File: src/rtl/fifo_pkg.sv
// Shared types and helpers for the FIFO read-side packer.
package fifo_pkg;

  localparam int DEF_DATA_WIDTH = 4;
  localparam int DEF_PACK = 4;

  typedef enum logic {
    FILL = 1'b0,
    HOLD = 1'b1
  } packer_state_t;

  function automatic int PACKER_CNT_W(input int p);
    return $clog2(p + 1);
  endfunction

endpackage

File: src/rtl/fifo_rd_packer_if.sv
// FIFO read port plus packed-beat valid/ready bundle.
// FIFO_RD_PACKER_PARITY_EN adds out_parity.
interface fifo_rd_packer_if
  import fifo_pkg::*;
#(
  parameter int DATA_WIDTH = DEF_DATA_WIDTH,
  parameter int PACK = DEF_PACK
);
  localparam int OUT_WIDTH = DATA_WIDTH * PACK;
  localparam int CW = PACKER_CNT_W(PACK);

  logic                  fifo_empty;
  logic [DATA_WIDTH-1:0] fifo_data;
  logic                  fifo_rd_en;
  logic                  flush;
  logic [OUT_WIDTH-1:0]  out_data;
  logic [CW-1:0]         out_count;
  logic                  out_valid;
  logic                  out_ready;
`ifdef FIFO_RD_PACKER_PARITY_EN
  logic                  out_parity;

  modport master (
    input  fifo_empty, fifo_data, flush, out_ready,
    output fifo_rd_en, out_data, out_count, out_valid,
    output out_parity
  );
  modport slave (
    output fifo_empty, fifo_data, flush, out_ready,
    input  fifo_rd_en, out_data, out_count, out_valid,
    input  out_parity
  );
`else
  modport master (
    input  fifo_empty, fifo_data, flush, out_ready,
    output fifo_rd_en, out_data, out_count, out_valid
  );
  modport slave (
    output fifo_empty, fifo_data, flush, out_ready,
    input  fifo_rd_en, out_data, out_count, out_valid
  );
`endif

endinterface

File: src/rtl/fifo_rd_packer.sv
// Pops narrow FIFO words and packs PACK of them per output beat.
// FIFO_RD_PACKER_PARITY_EN adds a registered parity of the beat.
module fifo_rd_packer
  import fifo_pkg::*;
#(
  parameter int DATA_WIDTH = DEF_DATA_WIDTH,
  parameter int PACK = DEF_PACK
) (
  input logic rd_clk,
  input logic rd_reset,
  fifo_rd_packer_if.master bus
);

  localparam int OUT_WIDTH = DATA_WIDTH * PACK;
  localparam int CW = PACKER_CNT_W(PACK);
  localparam logic [CW-1:0] PACK_C = CW'(PACK);
  localparam logic [CW:0] PACK_W = (CW + 1)'(PACK);

  packer_state_t        state_q, state_d;
  logic [CW-1:0]        fill_cnt_q, fill_cnt_d;
  logic                 inflight_q, inflight_d;
  logic                 flush_pend_q, flush_pend_d;
  logic [OUT_WIDTH-1:0] lanes_q, lanes_d;
  logic [CW:0]          occ;
  logic                 pop;
  logic                 flush_go;

  assign occ = {1'b0, fill_cnt_q} + {{CW{1'b0}}, inflight_q};

  assign pop = rd_reset
             & (state_q == FILL)
             & !bus.fifo_empty
             & (occ < PACK_W)
             & !flush_pend_q;

  assign bus.fifo_rd_en = pop;
  assign bus.out_data   = lanes_q;
  assign bus.out_count  = fill_cnt_q;
  assign bus.out_valid  = (state_q == HOLD);

  always_comb begin
    state_d      = state_q;
    fill_cnt_d   = fill_cnt_q;
    inflight_d   = pop;
    flush_pend_d = flush_pend_q;
    lanes_d      = lanes_q;
    flush_go     = 1'b0;
    unique case (state_q)
      FILL: begin
        for (int i = 0; i < PACK; i++) begin
          if (inflight_q && fill_cnt_q == CW'(i)) begin
            lanes_d[i*DATA_WIDTH +: DATA_WIDTH] = bus.fifo_data;
          end
        end
        if (inflight_q) begin
          fill_cnt_d = fill_cnt_q + CW'(1);
        end
        // An empty packer with nothing in flight has no tail to emit.
        flush_go = flush_pend_q
                 | (bus.flush & ((fill_cnt_q != '0) | inflight_q));
        if (fill_cnt_d == PACK_C || (flush_go && !pop)) begin
          state_d      = HOLD;
          flush_pend_d = 1'b0;
        end else begin
          flush_pend_d = flush_go;
        end
      end
      HOLD: begin
        if (bus.out_ready) begin
          state_d      = FILL;
          lanes_d      = '0;
          fill_cnt_d   = '0;
          flush_pend_d = 1'b0;
        end
      end
      default: state_d = FILL;
    endcase
  end

  always_ff @(posedge rd_clk or negedge rd_reset) begin
    if (!rd_reset) begin
      state_q      <= FILL;
      fill_cnt_q   <= '0;
      inflight_q   <= 1'b0;
      flush_pend_q <= 1'b0;
      lanes_q      <= '0;
    end else begin
      state_q      <= state_d;
      fill_cnt_q   <= fill_cnt_d;
      inflight_q   <= inflight_d;
      flush_pend_q <= flush_pend_d;
      lanes_q      <= lanes_d;
    end
  end

`ifdef FIFO_RD_PACKER_PARITY_EN
  // Unfilled lanes are zero, so the XOR of all lanes covers only valid ones.
  logic parity_q;

  always_ff @(posedge rd_clk or negedge rd_reset) begin
    if (!rd_reset) begin
      parity_q <= 1'b0;
    end else begin
      parity_q <= ^lanes_d;
    end
  end

  assign bus.out_parity = parity_q;
`endif

endmodule

File: src/flat_wrapper.sv
// flat-port wrapper written by rule: the top's interface ports become plain ports
module fifo_rd_packer_flat import fifo_pkg::*;
#(
  parameter int DATA_WIDTH = DEF_DATA_WIDTH,
  parameter int PACK = DEF_PACK
)
  (rd_clk, rd_reset, bus_fifo_empty, bus_fifo_data, bus_flush, bus_out_ready, bus_fifo_rd_en, bus_out_data, bus_out_count, bus_out_valid);
  fifo_rd_packer_if #(.DATA_WIDTH(DATA_WIDTH), .PACK(PACK)) bus_i ();
  input logic rd_clk;
  input logic rd_reset;
  input wire logic [$bits(bus_i.fifo_empty)-1:0] bus_fifo_empty;
  input wire logic [$bits(bus_i.fifo_data)-1:0] bus_fifo_data;
  input wire logic [$bits(bus_i.flush)-1:0] bus_flush;
  input wire logic [$bits(bus_i.out_ready)-1:0] bus_out_ready;
  output wire logic [$bits(bus_i.fifo_rd_en)-1:0] bus_fifo_rd_en;
  output wire logic [$bits(bus_i.out_data)-1:0] bus_out_data;
  output wire logic [$bits(bus_i.out_count)-1:0] bus_out_count;
  output wire logic [$bits(bus_i.out_valid)-1:0] bus_out_valid;
  assign bus_i.fifo_empty = bus_fifo_empty;
  assign bus_i.fifo_data = bus_fifo_data;
  assign bus_i.flush = bus_flush;
  assign bus_i.out_ready = bus_out_ready;
  assign bus_fifo_rd_en = bus_i.fifo_rd_en;
  assign bus_out_data = bus_i.out_data;
  assign bus_out_count = bus_i.out_count;
  assign bus_out_valid = bus_i.out_valid;
  fifo_rd_packer #(.DATA_WIDTH(DATA_WIDTH), .PACK(PACK)) u_core (.rd_clk(rd_clk), .rd_reset(rd_reset), .bus(bus_i));
endmodule
File: config.mk
export PLATFORM = sky130hd
export DESIGN_NAME = fifo_rd_packer_flat
export DESIGN_NICKNAME = d
export VERILOG_FILES = /design/src/rtl/fifo_pkg.sv /design/src/rtl/fifo_rd_packer_if.sv /design/src/rtl/fifo_rd_packer.sv /design/src/flat_wrapper.sv
export SDC_FILE = /design/constraint.sdc
export NUM_CORES = 1
export LEC_CHECK = 0
export ABC_AREA = 1
export CORE_MARGIN = 4
export CORE_UTILIZATION = 45
export CTS_CLUSTER_SIZE = 24
export DETAILED_ROUTE_END_ITERATION = 10
export HOLD_SLACK_MARGIN = 0.05
export PLACE_DENSITY = 0.8
export SYNTH_ARGS = -nofsm -noshare
export SYNTH_HDL_FRONTEND = slang
export SYNTH_SLANG_ARGS = --single-unit
File: constraint.sdc
create_clock -name rd_clk -period 1.7 [get_ports rd_clk]
set_input_delay 0.34 -clock rd_clk [delete_from_list [all_inputs] [get_ports rd_clk]]
set_output_delay 0.34 -clock rd_clk [all_outputs]
set_load 0.03 [all_outputs]
* After elaboration in Yosys (flattened, before gate mapping) *
Index checks and enable logic that the tools add are counted.

cells by class
  magnitude comparators = 1
  muxes and demuxes = 16
  bitwise logic cells = 8
  equal/unequal tests = 9
  reduce and logical (&&, ||, !) cells = 15
  add/sub/neg operators = 2

operators with widths
  operator             number
  $pmux 16 s2          1
  $mux 16              1
  $mux 4               4
  $ne 2x2->1 const B   5
  $mux 3               3
  $reduce_and 2->1     4
  $eq 3x2->1 const B   2
  $pmux 3 s2           1
  $and 1x1->1          5
  $logic_and 1x1->1    5
  $add 3x1->4          1
  $lt 4x3->1 const B   1
  $mux 1               4
  $pmux 1 s2           2
  $add 3x1->3 const B  1
  $eq 3x1->1 const B   1
  $eq 3x3->1 const B   1
  $logic_not 1->1      3
  $logic_not 3->1      1
  $reduce_bool 3->1    1
  $or 1x1->1           2
  $logic_or 1x1->1     1
  $not 1->1            1

storage, ports and cells
  input bits = 9
  output and inout bits = 21
  bits in registers = 22
  word-level logic and storage cells = 59

* Logic depth before layout (Yosys ltp) *
  depth in word-level cells = 10
  mapped depth = 9
  mapped depth without buffers = 9

* Worst setup path before layout *
No wires, ideal clock.

  kind = register to register
  from = register u_core.fill_cnt_q[0], in the netlist u_core.bus.out_count[0]
  to = register u_core.flush_pend_q
  data arrival time = 1.462 ns
  slack = 0.111 ns
  stages on the path, launching flop included = 7
  path buffers = 0
  clock period less this slack = 1.589 ns
  library setup time = 0.126 ns
  required time = 1.574 ns
  cell sequence = dfrtp_1 -> ha_1 -> ha_1 -> o21ai_0 -> nand3_1 -> nand3_1 -> o21ai_0

between the ends
  longest elaborated chain between the ends = 9
  elaborated cells between the ends (all ways) = 17
  classes of those cells = add/sub: 2; order compare: 1; eq/ne: 1; mux: 4; bitwise: 5; reduce/logical: 4

ends and longest elaborated chain
  what                      line                  source
  start: declaration        fifo_rd_packer.sv:20  logic [CW-1:0] fill_cnt_q, fill_cnt_d;
  start signal: assignment  fifo_rd_packer.sv:89  fill_cnt_q <= fill_cnt_d;
  $add 3x1->4               fifo_rd_packer.sv:28  assign occ = {1'b0, fill_cnt_q} + {{CW{1'b0}}, inflight_q};
  $lt 4x3->1                fifo_rd_packer.sv:33  & (occ < PACK_W)
  $and 1x1->1               fifo_rd_packer.sv:33
  $and 1x1->1               fifo_rd_packer.sv:34  & !flush_pend_q;
  $logic_not 1->1           fifo_rd_packer.sv:61  if (fill_cnt_d == PACK_C || (flush_go && !pop)) begin
  $logic_and 1x1->1         fifo_rd_packer.sv:61
  $logic_or 1x1->1          fifo_rd_packer.sv:61
  $mux 1 *                  fifo_rd_packer.sv:61
  $pmux 1 s2 *              fifo_rd_packer.sv:48  unique case (state_q)
  end signal: assignment    fifo_rd_packer.sv:91  flush_pend_q <= flush_pend_d;
  end: declaration          fifo_rd_packer.sv:22  logic flush_pend_q, flush_pend_d;

Every way passes the cells marked *; elsewhere a longest branch is shown, timed or not. The select of a mux whose other input is x is not followed.
A chain may end at the register's enable or synchronous reset.

* Worst setup path after layout *
  from = register u_core.fill_cnt_q[0], in the netlist u_core.bus.out_count[0]
  to = output bus_fifo_rd_en

between the ends
  longest elaborated chain between the ends = 4

ends and longest elaborated chain
  what              line                  source
  $add 3x1->4       fifo_rd_packer.sv:28
  $lt 4x3->1        fifo_rd_packer.sv:33
  $and 1x1->1       fifo_rd_packer.sv:33
  $and 1x1->1       fifo_rd_packer.sv:34
  end: declaration  flat_wrapper.sv:15    output wire logic [$bits(bus_i.fifo_rd_en)-1:0] bus_fifo_rd_en;

No other way between the ends.

==> flow_metrics.env <==
export IMPL_route_detailed_drc=0
export IMPL_violations="setup timing"
export IMPL_grt_pass1_wl_mm=3.946
export IMPL_min_period_ps=1709
export IMPL_finalInstanceArea_um2=1449
export IMPL_crit_chain="ha_2 > nand2_1 > nand2_1 > inv_1 > nand2_2 > inv_2 > buf_6"
export IMPL_outcome="finished, violations left"
export IMPL_syn_avg_cell_area_um2=9.426
export IMPL_fin_util=0.7166
export IMPL_cts_max_path_buffers=2
export IMPL_drv_cap=0
export IMPL_rsz0062_at_grt="true"
export IMPL_setup_violations=1
export IMPL_grtUsageTotal=0.1837
export IMPL_postLayoutSetupSlackWorst_ps=-9.147
export IMPL_cts_tree="done"
export IMPL_min_path_type="in2async"
export IMPL_final_antenna_net_count=0
export IMPL_floorplan_die_width_um=54.90
export IMPL_num_antenna_cells=0
export IMPL_yosysUniqueCellTypes=11
export IMPL_power_density_nw_per_um2=1574
export IMPL_via_per_inst=5.163
export IMPL_core_area_um2=2022
export IMPL_syn_nets=120
export IMPL_port_buffers=29
export IMPL_grt_remaining_overflow=0
export IMPL_synthTopCellsByArea="dfrtp_1 (56%), nand3_1 (11%), o21ai_0 (10%), ha_1 (7.6%), nand2_1 (5.7%)"
export IMPL_post_drt_wl_per_cell_um=14.61
export IMPL_crit_top_cell="nand2_1"
export IMPL_wl_mm=2.513
export IMPL_hpwl_mm=1.735
export IMPL_firstDrtPassIters=4
export IMPL_routed_wl_met2_mm=1.279
export IMPL_netlist_area_um2=989.7
export IMPL_reg2reg_slack_ps=60
export IMPL_grt_pass1_vias=895
export IMPL_drtIter0Drc=14
export IMPL_max_freq_mhz=585.1
export IMPL_finalNetCount=161
export IMPL_dieHeight_um=54.90
export IMPL_relSlewSlack=0.7816
export IMPL_synth_top_cell_by_area="dfrtp_1"
export IMPL_path_max_fanout=4
export IMPL_grt_antenna_before_repair=0
export IMPL_cpPeakStageDelay_ps=440
export IMPL_final_cell_mix="nand3_1 (21), dfrtp_1 (21), o21ai_0 (19)"
export IMPL_grt_max_degree=23
export IMPL_ys_seq_area_frac=0.5563
export IMPL_fin_skew_ps=3.057
export IMPL_peakVddDrop_mv=1.109
export IMPL_clkSinkCount=22
export IMPL_arrival_ps=1370
export IMPL_hold_viol_final=0
export IMPL_htree_levels=1
export IMPL_area_growth_pct=46.40
export IMPL_clk_latency_ps=310
export IMPL_critPathLaunch="u_core.bus.out_count[0]$_DFFE_PN0P_"
export IMPL_wl_met3_um=159
export IMPL_ys_warn_count=0
export IMPL_required_ps=1360
export IMPL_crit_type="reg2out"
export IMPL_p_leak_nw=0.9249
export IMPL_initial_core_util=0.4895
export IMPL_cts_root_buf="clkbuf_4"
export IMPL_wl_met1_mm=1.053
export IMPL_report_final_slew_viol_count=0
export IMPL_placedInstanceArea_um2=1323
export IMPL_ys_ff_latch=22
export IMPL_yosysTopAreaCellShare=0.5563
export IMPL_max_slew_worst_pin_slew_ps=327.1
export IMPL_path_delay_family="flip-flops"
export IMPL_cp_slowest_cell="dfrtp_1"
export IMPL_ios=30
export IMPL_cts_buffers=3
export IMPL_vias=888
export IMPL_rows=16
export IMPL_drive_above_1_share=0.1379
export IMPL_r2r_start="u_core.bus.out_count[0]$_DFFE_PN0P_"
export IMPL_start_kind="flop"
export IMPL_endpoint_kind="output pin"
export IMPL_syn_inst=105
export IMPL_die_area_um2=3013
export IMPL_fin_crit_sh=1.005
export IMPL_gp_congestion=0.8665
export IMPL_path_buf_inv=3
export IMPL_top_layer="met4"
export IMPL_path_clk_slew_ps=130
## area by class of cell
cell class / instances / area, µm²
clock buffers: 3 / 22.52
repair buffers: 37 / 375.4
inverters: 13 / 48.80
fillers: 153 / 573.1
well taps: 27 / 33.78
clock inverters: 1 / 30.03
flip-flops and latches: 22 / 551.8
multi-input cells: 69 / 386.6
## kinds of logic after synthesis
logic type / Yosys count / share of synthesized area
compound gates: 22 / 0.1138
flops: 22 / 0.5563
buf+inv: 14 / 0.06069
simple gates: 41 / 0.1934
fa+ha+maj: 6 / 0.07585
## power breakdown
part           internal (mW)  switching [mW]
combinational          0.423           0.679
clock                  0.238           0.163
sequential             0.666           0.111
## Yosys cell counts
cell type,instances
buf_6,1
dfrtp_1,22
ha_1,6
inv_1,13
nand2_1,15
nand3_1,21
nand3_2,1
nor2_1,3
o21ai_0,20
o22ai_1,2
or2_4,1
## per-layer routing
layer  vias to the layer above  global-route usage
li1                        438                   -
met1                       408              0.2320
met2                        36              0.3287
met3                         6             0.02681
met4                         0             0.04453
met5                         -                   0
## sequential cells by signal, summed over array words and instances (netlist names)
name and flops:
u_core.bus.out_data 16, u_core.inflight_q 1, u_core.bus.out_count 3, u_core.bus.out_valid 1, u_core.flush_pend_q 1
## through the flow
stage          instances  setup TNS, ps  hold slack, ps  setup WS (ps)  power [mW]
2_1_floorplan        105              0           44.41          111.2       1.407
3_3_place_gp         163              0           490.2          59.04       1.799
3_5_place_dp         163         -4.220           500.6         -4.220       1.832
4_1_cts              169              0           460.2         0.5744       2.229
5_1_grt              172         -96.21           466.2         -96.21       2.425
6_report             172         -9.147           455.9         -9.147       2.280
## path summary, 6_finish.rpt
check / cells after the start / end
hold / removal: 2 / u_core.bus.out_data[4]$_DFFE_PN0P_
hold reg to reg: 2 / u_core.bus.out_data[8]$_DFFE_PN0P_
max in group asynchronous: 2 / u_core.bus.out_valid$_DFF_PN0_
min in group rd_clk: 2 / u_core.bus.out_data[8]$_DFFE_PN0P_
setup / recovery: 7 / bus_fifo_rd_en
setup reg to reg: 7 / u_core.flush_pend_q$_DFFE_PN0P_
## worst reg2reg max path, stage by stage (launching register included)
cell and delay, ps:
dfrtp_1 440, buf_4 160, ha_1 200, ha_1 270, o21ai_1 170, nand3_1 130, nand3_1 90, o21ai_0 80
## repair_timing
action,in CTS,in global routing
setup buffers,2,3
endpoints found under the setup margin,8,16
hold buffers,0,0
pin swaps,1,0
resized for setup,13,14
Power figures use the tool's default switching activity.
